===== config.mk =====
export PLATFORM = sky130hd
export DESIGN_NAME = psram_wb_rdbuf
export DESIGN_NICKNAME = d
export VERILOG_FILES = /design/src/rtl/psram_rdbuf_pkg.sv /design/src/rtl/psram_wb_rdbuf_store.sv /design/src/rtl/psram_wb_rdbuf.sv
export SDC_FILE = /design/constraint.sdc
export NUM_CORES = 1
export LEC_CHECK = 0
export ABC_AREA = 1
export CORE_MARGIN = 5
export CORE_UTILIZATION = 51
export CTS_CLUSTER_SIZE = 30
export DETAILED_ROUTE_END_ITERATION = 8
export GPL_ROUTABILITY_DRIVEN = 0
export PLACE_DENSITY_LB_ADDON = 0.12
export SYNTH_ARGS = -nofsm -noshare
export SYNTH_HDL_FRONTEND = slang
export SYNTH_SLANG_ARGS = --single-unit
export TNS_END_PERCENT = 30

===== constraint.sdc =====
create_clock -name clk_i -period 6.3 [get_ports clk_i]
set_clock_uncertainty 0.1 [all_clocks]
set_input_delay 0.945 -clock clk_i [delete_from_list [all_inputs] [get_ports clk_i]]
set_output_delay 0.945 -clock clk_i [all_outputs]
set_load 0.05 [all_outputs]

===== src/rtl/psram_rdbuf_pkg.sv =====
// -----------------------------------------------------------------------------
// psram_rdbuf_pkg
// Shared definitions for the PSRAM Wishbone read buffer:
//   - state_t     : FSM state encoding (3 bits) of the buffer controller
//   - FULL_SEL    : byte-select used for every read issued to the controller
//   - rdbuf_idxw  : index width derived from the entry count
//   - rdbuf_tagw  : tag width derived from the forwarded address width
// -----------------------------------------------------------------------------
package psram_rdbuf_pkg;

    typedef enum logic [2:0] {
        ST_IDLE = 3'd0,
        ST_HIT  = 3'd1,
        ST_MISS = 3'd2,
        ST_WR   = 3'd3,
        ST_RESP = 3'd4
    } state_t;

    localparam logic [3:0] FULL_SEL = 4'hF;

    function automatic int rdbuf_idxw(input int entries);
        return $clog2(entries);
    endfunction

    function automatic int rdbuf_tagw(input int addr_w, input int entries);
        return addr_w - 2 - $clog2(entries);
    endfunction

endpackage


===== src/rtl/psram_wb_rdbuf_store.sv =====
// -----------------------------------------------------------------------------
// psram_rdbuf_store
// Direct-mapped valid/tag/data storage for the read buffer.
// Ports:
//   clk_i, rst_i          clock, asynchronous active-high reset (valid bits only)
//   lk_idx, lk_tag        combinational lookup address
//   lk_hit, lk_data       lookup result: entry valid with matching tag, word
//   fill_en               write wr_data/wr_tag into wr_idx and mark it valid
//   merge_en              byte-merge wr_data under wr_sel into wr_idx, only if
//                         that entry currently holds wr_tag (no allocate)
//   wr_idx, wr_tag        target entry for fill/merge
//   wr_data, wr_sel       data and byte enables for fill/merge
//   clr                   clear every valid bit; wins over a same-cycle fill
// -----------------------------------------------------------------------------
module psram_rdbuf_store #(
    parameter int ENTRIES = 8,
    parameter int IDXW    = 3,
    parameter int TAGW    = 19
) (
    input  logic            clk_i,
    input  logic            rst_i,
    input  logic [IDXW-1:0] lk_idx,
    input  logic [TAGW-1:0] lk_tag,
    output logic            lk_hit,
    output logic [31:0]     lk_data,
    input  logic            fill_en,
    input  logic            merge_en,
    input  logic [IDXW-1:0] wr_idx,
    input  logic [TAGW-1:0] wr_tag,
    input  logic [31:0]     wr_data,
    input  logic [3:0]      wr_sel,
    input  logic            clr
);

    logic [ENTRIES-1:0] valid_q;
    logic [TAGW-1:0]    tag_mem  [ENTRIES];
    logic [31:0]        data_mem [ENTRIES];
    logic               wr_resident;

    assign lk_hit      = valid_q[lk_idx] && (tag_mem[lk_idx] == lk_tag);
    assign lk_data     = data_mem[lk_idx];
    assign wr_resident = valid_q[wr_idx] && (tag_mem[wr_idx] == wr_tag);

    // Only the valid bits need reset; tag/data are don't-care while invalid.
    always_ff @(posedge clk_i or posedge rst_i) begin
        if (rst_i) begin
            valid_q <= '0;
        end else if (clr) begin
            valid_q <= '0;
        end else if (fill_en) begin
            valid_q[wr_idx] <= 1'b1;
        end
    end

    always_ff @(posedge clk_i) begin
        if (fill_en) begin
            tag_mem[wr_idx]  <= wr_tag;
            data_mem[wr_idx] <= wr_data;
        end else if (merge_en && wr_resident) begin
            for (int b = 0; b < 4; b++) begin
                if (wr_sel[b]) begin
                    data_mem[wr_idx][8*b +: 8] <= wr_data[8*b +: 8];
                end
            end
        end
    end

endmodule


===== src/rtl/psram_wb_rdbuf.sv =====
// -----------------------------------------------------------------------------
// psram_wb_rdbuf
// Wishbone read buffer placed in front of the PSRAM Wishbone controller.
// Reads that hit the direct-mapped buffer are answered in one cycle; misses
// fetch the aligned word from the controller and fill the buffer. Writes are
// forwarded unchanged and merged into the buffer only if the word is resident.
//
// Handshake: a request is s_cyc_i & s_stb_i held by the master until the
// single-cycle s_ack_o; towards the controller m_cyc_o/m_stb_o are held until
// the cycle in which m_ack_i is sampled high and drop on that same edge.
//
// Ports:
//   clk_i, rst_i     clock, asynchronous active-high reset
//   s_*              Wishbone slave side (from the CPU/bus)
//   m_*              Wishbone master side (to the PSRAM controller)
//   inv_i            single-cycle pulse, invalidates all entries
//   state_o          current FSM state (debug)
//   hit_cnt_o,
//   miss_cnt_o       read hit/miss counters, present only when the
//                    PSRAM_RDBUF_STATS_EN macro is defined
// -----------------------------------------------------------------------------
module psram_wb_rdbuf
    import psram_rdbuf_pkg::*;
#(
    parameter int ENTRIES = 8,
    parameter int ADDR_W  = 24
) (
    input  logic        clk_i,
    input  logic        rst_i,
    input  logic [31:0] s_adr_i,
    input  logic [31:0] s_dat_i,
    output logic [31:0] s_dat_o,
    input  logic [3:0]  s_sel_i,
    input  logic        s_cyc_i,
    input  logic        s_stb_i,
    input  logic        s_we_i,
    output logic        s_ack_o,
    output logic [31:0] m_adr_o,
    output logic [31:0] m_dat_o,
    input  logic [31:0] m_dat_i,
    output logic [3:0]  m_sel_o,
    output logic        m_cyc_o,
    output logic        m_stb_o,
    output logic        m_we_o,
    input  logic        m_ack_i,
    input  logic        inv_i,
    output logic [2:0]  state_o
`ifdef PSRAM_RDBUF_STATS_EN
    ,
    output logic [31:0] hit_cnt_o,
    output logic [31:0] miss_cnt_o
`endif
);

    localparam int IDXW = rdbuf_idxw(ENTRIES);
    localparam int TAGW = rdbuf_tagw(ADDR_W, ENTRIES);

    state_t          state_q;
    logic            abort_q;

    logic [IDXW-1:0] lk_idx;
    logic [TAGW-1:0] lk_tag;
    logic            lk_hit;
    logic [31:0]     lk_data;
    logic [IDXW-1:0] wr_idx;
    logic [TAGW-1:0] wr_tag;
    logic [31:0]     wr_data;
    logic            fill_en;
    logic            merge_en;
    logic            req;
    logic            read_hit;
    logic            aborted_now;

    assign state_o = state_q;
    assign req     = s_cyc_i & s_stb_i;

    assign lk_idx = s_adr_i[2+IDXW-1:2];
    assign lk_tag = s_adr_i[ADDR_W-1:2+IDXW];

    // A read arriving together with an invalidate is treated as a miss so
    // that no stale word is returned after the flush request.
    assign read_hit = lk_hit & ~inv_i;

    // While a master transaction is in flight the request address is held
    // in m_adr_o, so the fill/merge target is taken from there.
    assign wr_idx   = m_adr_o[2+IDXW-1:2];
    assign wr_tag   = m_adr_o[ADDR_W-1:2+IDXW];
    assign wr_data  = (state_q == ST_MISS) ? m_dat_i : m_dat_o;
    assign fill_en  = (state_q == ST_MISS) && m_ack_i;
    assign merge_en = (state_q == ST_WR) && m_ack_i;

    // The slave may have given up earlier in the transaction or right now.
    assign aborted_now = abort_q | ~s_cyc_i;

    psram_rdbuf_store #(
        .ENTRIES (ENTRIES),
        .IDXW    (IDXW),
        .TAGW    (TAGW)
    ) u_store (
        .clk_i    (clk_i),
        .rst_i    (rst_i),
        .lk_idx   (lk_idx),
        .lk_tag   (lk_tag),
        .lk_hit   (lk_hit),
        .lk_data  (lk_data),
        .fill_en  (fill_en),
        .merge_en (merge_en),
        .wr_idx   (wr_idx),
        .wr_tag   (wr_tag),
        .wr_data  (wr_data),
        .wr_sel   (m_sel_o),
        .clr      (inv_i)
    );

    always_ff @(posedge clk_i or posedge rst_i) begin
        if (rst_i) begin
            state_q <= ST_IDLE;
            abort_q <= 1'b0;
            s_ack_o <= 1'b0;
            s_dat_o <= '0;
            m_cyc_o <= 1'b0;
            m_stb_o <= 1'b0;
            m_we_o  <= 1'b0;
            m_adr_o <= '0;
            m_dat_o <= '0;
            m_sel_o <= '0;
        end else begin
            case (state_q)
                ST_IDLE: begin
                    s_ack_o <= 1'b0;
                    abort_q <= 1'b0;
                    if (req) begin
                        if (s_we_i) begin
                            state_q <= ST_WR;
                            m_cyc_o <= 1'b1;
                            m_stb_o <= 1'b1;
                            m_we_o  <= 1'b1;
                            m_adr_o <= s_adr_i;
                            m_dat_o <= s_dat_i;
                            m_sel_o <= s_sel_i;
                        end else if (read_hit) begin
                            state_q <= ST_HIT;
                            s_ack_o <= 1'b1;
                            s_dat_o <= lk_data;
                        end else begin
                            state_q <= ST_MISS;
                            m_cyc_o <= 1'b1;
                            m_stb_o <= 1'b1;
                            m_we_o  <= 1'b0;
                            m_adr_o <= {s_adr_i[31:2], 2'b00};
                            m_sel_o <= FULL_SEL;
                        end
                    end
                end

                ST_HIT: begin
                    s_ack_o <= 1'b0;
                    state_q <= ST_IDLE;
                end

                ST_MISS, ST_WR: begin
                    if (!s_cyc_i) begin
                        abort_q <= 1'b1;
                    end
                    if (m_ack_i) begin
                        m_cyc_o <= 1'b0;
                        m_stb_o <= 1'b0;
                        state_q <= ST_RESP;
                        // The buffer is still updated on abort; only the
                        // slave acknowledge (and read data) is withheld.
                        if (!aborted_now) begin
                            s_ack_o <= 1'b1;
                            if (state_q == ST_MISS) begin
                                s_dat_o <= m_dat_i;
                            end
                        end
                    end
                end

                ST_RESP: begin
                    s_ack_o <= 1'b0;
                    state_q <= ST_IDLE;
                end

                default: begin
                    s_ack_o <= 1'b0;
                    state_q <= ST_IDLE;
                end
            endcase
        end
    end

`ifdef PSRAM_RDBUF_STATS_EN
    // Counted at the lookup decision, so a read aborted later still counts.
    always_ff @(posedge clk_i or posedge rst_i) begin
        if (rst_i) begin
            hit_cnt_o  <= '0;
            miss_cnt_o <= '0;
        end else if ((state_q == ST_IDLE) && req && !s_we_i) begin
            if (read_hit) begin
                hit_cnt_o <= hit_cnt_o + 32'd1;
            end else begin
                miss_cnt_o <= miss_cnt_o + 32'd1;
            end
        end
    end
`endif

endmodule


# Yosys cells after proc, flatten, opt, wreduce, memory -nomap -nowiden
# Memories as Yosys holds them, arrays and structs flattened.
# Index checks and enable logic that the tools add are counted.
# word_totals
elab_cells,117
mem_count,2
ram_bits,408
register_bits,115
inputBits,107
out_inout_bits,107
# op_classes
n_bitwise,10
n_eq_ne,13
n_reduce_logical,17
magnitude_cmp,3
mux,62
# mem_list
memory,words,width,read_ports,rd_clocked_by_memory_dff,wr,line,text
u_store.data_mem,8,32,1,0,1,psram_wb_rdbuf_store.sv:37,logic [31:0] data_mem [ENTRIES];
u_store.tag_mem,8,19,2,0,1,psram_wb_rdbuf_store.sv:36,logic [TAGW-1:0] tag_mem [ENTRIES];
# op_table
op,count
$mux W32,9
$pmux W32 S2,1
$mux W8,6
$eq A19 B19 Y1,2
$mux W1,33
$ne A2 B2 Y1 const B,8
$lt A3 B4 Y1 const B,2
$mux W4,2
$or A8 B8 Y8,1
$reduce_and A7 Y1,1
$bmux W1 S3,2
$eq A3 B2 Y1 const B,2
$logic_and A1 B1 Y1,6
$mux W3,2
$pmux W1 S2,3
$pmux W3 S2,1
$reduce_and A2 Y1,3
$reduce_and A3 Y1,2
$or A1 B1 Y1,5
$mux W2,2
$reduce_and A4 Y1,1
$reduce_bool A2 Y1,2
$demux W1 S3,1
$ge A3 B1 Y1 const B,1
other kinds (5),7

# Depth between registers and ports, before layout
# Gate-level depths: netlist of the first run.
# logic_depth
depth_word,8
mapped_depth,19

# Modules after synthesis
# From an unflattened synthesis of the first run, not the netlist that was laid out.
# unflattened
cells_unflattened,2421
area_unflattened_um2,23628.9
# by_module_without_submodules
module,n_inst,seq_area_each_um2,cells_per_inst,area_each_um2
psram_rdbuf_store,1,12451.9,1794,18630.4
psram_wb_rdbuf,1,2677.6,627,4998.5

# Worst setup path after synthesis of the first run
# No wires, ideal clock.
# synth_path
kind,register to register
startpoint,reg m_adr_o[2]
endpoint,mem u_store.data_mem[0][0] (enable)
slack_ns,3.141
path_stages_with_launch,15
synth_period_minus_slack_ns,3.159
setup_ns,0.375
required_time_ns,5.825
arrival_time_ns,2.683
path_cell_list,dfrtp_1 > buf_2 > buf_2 > nand2_1 > o21ai_0 > nand2_1 > nand2_1 > nand2_1 > nand3_1 > o21ai_0 > nor2_1 > nand2_1 > nor2_1 > nand4_2 > a21oi_1
# synth_between
elab_chain_len,8
word_cells_on_any_way,10
# synth_lines
item,line,text
start: declaration,psram_wb_rdbuf.sv:38,"output logic [31:0] m_adr_o,"
start signal: assignment,psram_wb_rdbuf.sv:138,m_adr_o <= s_adr_i;
start signal: assignment,psram_wb_rdbuf.sv:150,"m_adr_o <= {s_adr_i[31:2], 2'b00};"
$mem_v2 Z8 W19 / $bmux W1 S3 (equally long branches),-,
$eq A19 B19 Y1 / $mux W1 (equally long branches),psram_wb_rdbuf_store.sv:42,assign wr_resident = valid_q[wr_idx] && (tag_mem[wr_idx] == wr_tag);
$logic_and A1 B1 Y1,psram_wb_rdbuf_store.sv:42,
$logic_and A1 B1 Y1,psram_wb_rdbuf_store.sv:59,end else if (merge_en && wr_resident) begin
$mux W1,psram_wb_rdbuf_store.sv:59,
$mux W1,psram_wb_rdbuf_store.sv:56,if (fill_en) begin
$mux W1 (implied by the code),psram_wb_rdbuf_store.sv:62,data_mem[wr_idx][8*b +: 8] <= wr_data[8*b +: 8];
$or A1 B1 Y1 (no source line),-,
end: declaration,psram_wb_rdbuf_store.sv:37,
# Parallel ways exist; a longest one is shown, timed or not. The select of a mux whose other input is x is not followed.

# Worst setup path in the final report of the first run
# layout_path
startpoint,reg m_adr_o[4]
endpoint,mem u_store.data_mem[4][23] (enable)
# Same word-level chain as after synthesis.

==> impl_metrics.json, run 1 <==
{
  "relSlewSlack_pct": 16.40,
  "drcViolationCount": 0,
  "area_delta_synth_final_pct": 19.08,
  "syn_avg_cell_area_um2": 9.691,
  "fmax_mhz": 219.2,
  "cts_tree": "yes",
  "antenna_left": 0,
  "slew_viol_final": 0,
  "syn-instance-count": 2467,
  "worst_pin_slew_ns": 1.241,
  "initial_core_util_pct": 51.46,
  "clk_latency_ns": 0.62,
  "seq_area_frac_synth_pct": 63.28,
  "cts.sinks": 523,
  "fp-row-count": 79,
  "end_kind": "flop",
  "grt_pass1_wl_um": 106300,
  "yosysUniqueCellTypes": 34,
  "critical_path_required_ns": 6.52,
  "nets": 2752,
  "hold_path.class": "reg -> reg",
  "vias": 18831,
  "period_share_pct": 72.41,
  "synth_seq_cells": 523,
  "crit_type": "reg -> reg",
  "h-tree-depth": 2,
  "p_leak_nw": 11.59,
  "hold_buffers": 0,
  "cts_root_buffer": "clkbuf_16",
  "routed_wl_um": 70460,
  "synth_warnings": 0,
  "drt_iter0_drc": 1895,
  "total_power_mw": 11.04,
  "post_cts_buffers": 0,
  "die_w_um": 226.5,
  "syn_area_mm2": 0.02391,
  "setup_tns_ns": 0,
  "min_period_ns": 4.562,
  "layout-drive-gt1-share_pct": 7.764,
  "ios": 214,
  "clk_pin_slew_ns": 0.06,
  "run_status": "finished clean",
  "layout_commonest_cell": "nand2_1",
  "grt-ovfl-total": 0,
  "p_per_area_mw_per_mm2": 387.8,
  "crit_path_max_fanout": 13,
  "fp.dieArea_mm2": 0.05131,
  "cts-resized-gates": 0,
  "core_area_mm2": 0.04646,
  "synth_enable_flop_cells": 408,
  "die_y_um": 226.5,
  "syn_nets": 2574,
  "async_flop_share_pct": 21.99,
  "hold_viol": 0,
  "peakVddDrop_mv": 0.2766,
  "cts_buffer_depth": 3,
  "port_buffers": 213,
  "final_cell_mix": "nand2_1, edfxtp_1, nor2_1",
  "start_kind": "flop",
  "antenna_found_initial": 1,
  "ys.flop_type": "edfxtp_1",
  "n_antenna_cell": 0,
  "vias_per_cell": 5.708,
  "maxCapViolCount": 0,
  "routedWlPerCell_um": 21.36,
  "track_usage_pct": 26.98,
  "cts_made_buffers": 55,
  "drt_pre_antenna_iters": 6,
  "grt_setup_unrepaired": "false",
  "crit_arrival_ns": 4.78,
  "finalSetupViolCount": 0,
  "grt_pass1_vias": 18113,
  "grt_max_degree": 92,
  "hpwlAfterDp_um": 43770
}
-- registers in the layout, indices dropped and copies added (netlist names), 3 cells and up --
signal,cells
m_sel_o,4
s_dat_o,32
u_store.tag_mem,152
u_store.valid_q,8
m_dat_o,32
state_o,3
m_adr_o,32
u_store.data_mem,256
-- per-stage QoR --
stage	cells	hold WS [ns]	setup WS, ns	cell area [um2]	utilization, %
after floorplan	2467	0.3892	2.211	23910	-
after detailed placement	3195	0.3580	1.490	26620	57.30
after global routing	3299	0.3830	1.528	28470	61.28
after global placement	3195	0.3553	1.556	26620	57.30
after CTS	3299	0.3727	1.879	28470	61.28
final	3299	0.3666	1.738	28470	61.28
-- layer usage --
metal	share of wire, %	GRT usage, %	up-vias
li1	-	-	8733
met1	42	38.64	9070
met2	46	42.37	891
met3	9.3	5.140	137
met4	2.8	8.364	0
met5	0	0	-
-- critical path, cell delays in order (launching register included) --
cell and delay, ns:
dfrtp_1 0.80, buf_4 0.32, nand3_1 0.65, o22ai_1 0.38
nor2_1 0.11, nand3_1 0.09, nand2_1 0.06, nor2_1 0.11
nand2_1 0.08, nor2_1 0.49, nand4_2 0.36, a21oi_1 0.45
buf_4 0.26
-- power by group --
group / switching (mW) / internal (mW) / leakage, nW / total (mW)
Clock: 1.34 / 1.95 / 0.917 / 3.29
Combinational: 2.19 / 0.912 / 5.56 / 3.11
Sequential: 0.339 / 4.30 / 5.12 / 4.64
-- synth_stat cells (11+ instances only) --
cell type	number	area (um2)
a31oi_1	13	81.33
edfxtp_1	408	12250
clkbuf_1	74	277.8
nand4_1	42	262.8
o21ai_1	15	75.07
buf_2	48	240.2
o22ai_1	111	694.4
mux2_2	26	292.8
dfrtp_1	115	2878
nand3_1	158	790.8
nand3b_1	11	82.58
nor2_1	253	949.7
buf_1	14	52.55
nand2_1	665	2496
buf_4	12	90.09
inv_1	200	750.7
o21ai_0	225	1126
a21oi_1	42	210.2
-- layout make-up --
class / count / area, um2
fill: 3894 / 17990
sequential: 523 / 15130
multi-input combinational: 1586 / 7370
timing repair buffer: 274 / 2581
clock buffer: 77 / 1582
inverter: 205 / 777.0
tap: 607 / 759.5
clock inverter: 27 / 270.3
-- worst paths after layout --
check	startpoint	slack, ns	depth (start not counted)	end
setup / recovery	m_adr_o[4]	1.74	12	u_store.data_mem[4][23]
hold / removal	s_dat_o[29]	0.37	2	s_dat_o[29]
setup reg to reg	m_adr_o[4]	1.74	12	u_store.data_mem[4][23]
hold reg to reg	s_dat_o[29]	0.37	2	s_dat_o[29]
max in group asynchronous	rst_i	4.27	3	s_dat_o[15]
min in group asynchronous	rst_i	0.70	2	m_dat_o[22]
-- kinds of logic (layout without fill, tap and decap cells) --
| kind of cell | after synthesis | count (layout) | synth area share [%] |
|---|---|---|---|
| buffers and inverters | 358 | 583 | 6.217 |
| XOR/XNOR | 2 | 2 | 0.07328 |
| AO/OA/AOI/OAI | 414 | 414 | 9.420 |
| multiplexers | 26 | 26 | 1.225 |
| AND/OR/NAND/NOR | 1144 | 1144 | 19.78 |
| flip-flops | 523 | 523 | 63.28 |
(Power assumes the default switching activity.)
==> run 2: changes to the inputs <==
==> constraint.sdc (replaced) <==
create_clock -name clk_i -period 3.8 [get_ports clk_i]
set_clock_uncertainty 0.1 [all_clocks]
set_input_delay 0.57 -clock clk_i [delete_from_list [all_inputs] [get_ports clk_i]]
set_output_delay 0.57 -clock clk_i [all_outputs]
set_load 0.05 [all_outputs]
==> run 2 against run 1 <==
Compared with the run above:
- maximum frequency rose by 36%
- first-iteration DRC count rose by 7.8%
- wire length rose by 1.4%
- die area did not move
- power rose by 73%
- register-to-register slack got worse by 1.3 ns
- cell area rose by 2.2%
==> impl_metrics.json, run 2 (synthesized netlist as in run 1, its figures left out) <==
{
  "crit_path_max_fanout": 11,
  "drt_pre_antenna_iters": 6,
  "peakVddDrop_mv": 0.5158,
  "crit_type": "reg -> reg",
  "fp.dieArea_mm2": 0.05131,
  "maxCapViolCount": 0,
  "run_status": "finished clean",
  "hold_buffers": 0,
  "setup_ws_ns": 0.4532,
  "initial_core_util_pct": 51.46,
  "cts_made_buffers": 55,
  "p_leak_nw": 11.95,
  "top_regs": "u_store.data_mem (256), u_store.tag_mem (152)",
  "core_area_mm2": 0.04646,
  "slew_viol_final": 0,
  "grt_pass1_vias": 18421,
  "hold_viol": 0,
  "cts_tree": "yes",
  "routed_wl_um": 71430,
  "area_delta_synth_final_pct": 21.68,
  "worst_pin_slew_ns": 1.276,
  "track_usage_pct": 27.54,
  "final_cell_mix": "nand2_1, edfxtp_1, nor2_1",
  "cts_root_buffer": "clkbuf_16",
  "layout_commonest_cell": "nand2_1",
  "h-tree-depth": 2,
  "placed_area_mm2": 0.02703,
  "dpl_worst_slack_ns": 0.4586,
  "clk_latency_ns": 0.61,
  "grt-ovfl-total": 0,
  "crit_arrival_ns": 3.55,
  "grt_pass1_wl_um": 109300,
  "layout-drive-gt1-share_pct": 9.606,
  "min_period_ns": 3.347,
  "setup_tns_ns": 0,
  "routedWlPerCell_um": 21.35,
  "clk_pin_slew_ns": 0.06,
  "p_per_area_mw_per_mm2": 657.3,
  "largest_reg_flops": 256,
  "cts_buffer_depth": 3,
  "critical_path_required_ns": 4.00,
  "antenna_left": 0,
  "nets": 2799,
  "drt_iter0_drc": 2042,
  "n_antenna_cell": 0,
  "relSlewSlack_pct": 14.04,
  "cts.sinks": 523,
  "start_kind": "flop",
  "grt_max_degree": 106,
  "die_w_um": 226.5,
  "drcViolationCount": 0,
  "die_y_um": 226.5,
  "post_cts_buffers": 0,
  "finalSetupViolCount": 0,
  "fmax_mhz": 298.8,
  "design_area_mm2": 0.02909,
  "grt_setup_unrepaired": "false",
  "port_buffers": 213,
  "hpwlAfterDp_um": 47270,
  "ios": 214,
  "cts-resized-gates": 0,
  "end_kind": "flop",
  "top_register": "u_store.data_mem",
  "nFillCells": 3908,
  "hold_path.class": "in -> async",
  "vias": 18998,
  "period_share_pct": 88.07,
  "fp-row-count": 79,
  "antenna_found_initial": 1,
  "vias_per_cell": 5.680
}
[run 2: area by class of cell]
cell class,instances,area (um2),area share [%]
repair buffers,321,3034,10.43
inverters,205,777.0,2.671
well taps,607,759.5,2.611
clock buffers,61,1420,4.882
flip-flops and latches,523,15130,52.01
clock inverters,42,639.4,2.198
multi-input cells,1586,7330,25.20
[run 2: where the power goes]
| part | switching [mW] | internal, mW | leakage (nW) |
|---|---|---|---|
| combinational | 3.79 | 1.64 | 5.82 |
| sequential | 0.497 | 7.13 | 5.12 |
| clock | 2.29 | 3.79 | 1.01 |
[run 2: metal layers]
layer | track usage, % | vias to the layer above | part of all wire (%)
li1 | - | 8849 | -
met1 | 38.91 | 9033 | 41
met2 | 44.04 | 966 | 47
met3 | 5.127 | 148 | 9.5
met4 | 8.286 | 2 | 3.0
met5 | 0 | - | 0.018
[run 2: worst paths after layout]
kind / start / end / slack (ns) / cells past startpoint
setup / recovery: m_adr_o[3] / u_store.data_mem[2][15] / 0.45 / 14
hold / removal: rst_i / m_adr_o[30] / 0.35 / 2
setup reg to reg: m_adr_o[3] / u_store.data_mem[2][15] / 0.45 / 14
hold reg to reg: s_dat_o[0] / s_dat_o[0] / 0.37 / 2
max in group asynchronous: rst_i / s_dat_o[14] / 2.46 / 3
min in group clk_i: s_dat_o[0] / s_dat_o[0] / 0.37 / 2
[run 2: worst max-delay path, cell delays in order (launching register included)]
cell     delay [ns]
dfrtp_1        0.48
nor2_1         0.32
nand2_1        0.17
buf_4          0.24
o22ai_1        0.19
nor2_1         0.08
nand3_1        0.07
o21ai_0        0.10
inv_1          0.07
nand2_1        0.05
nor2_1         0.21
buf_4          0.20
nand4_2        0.29
a21oi_1        0.26
buf_4          0.20
[run 2: per-stage QoR]
stage / instances / total power, mW / util [%] / hold slack [ns]
4_1_cts: 3345 / 19.21 / 62.62 / 0.3719
3_5_place_dp: 3242 / 13.13 / 58.18 / 0.3585
3_3_place_gp: 3242 / 13.07 / 58.18 / 0.3526
5_1_grt: 3345 / 19.91 / 62.62 / 0.3947
6_report: 3345 / 19.12 / 62.62 / 0.3549
2_1_floorplan: 2467 / 10.94 / - / 0.3892
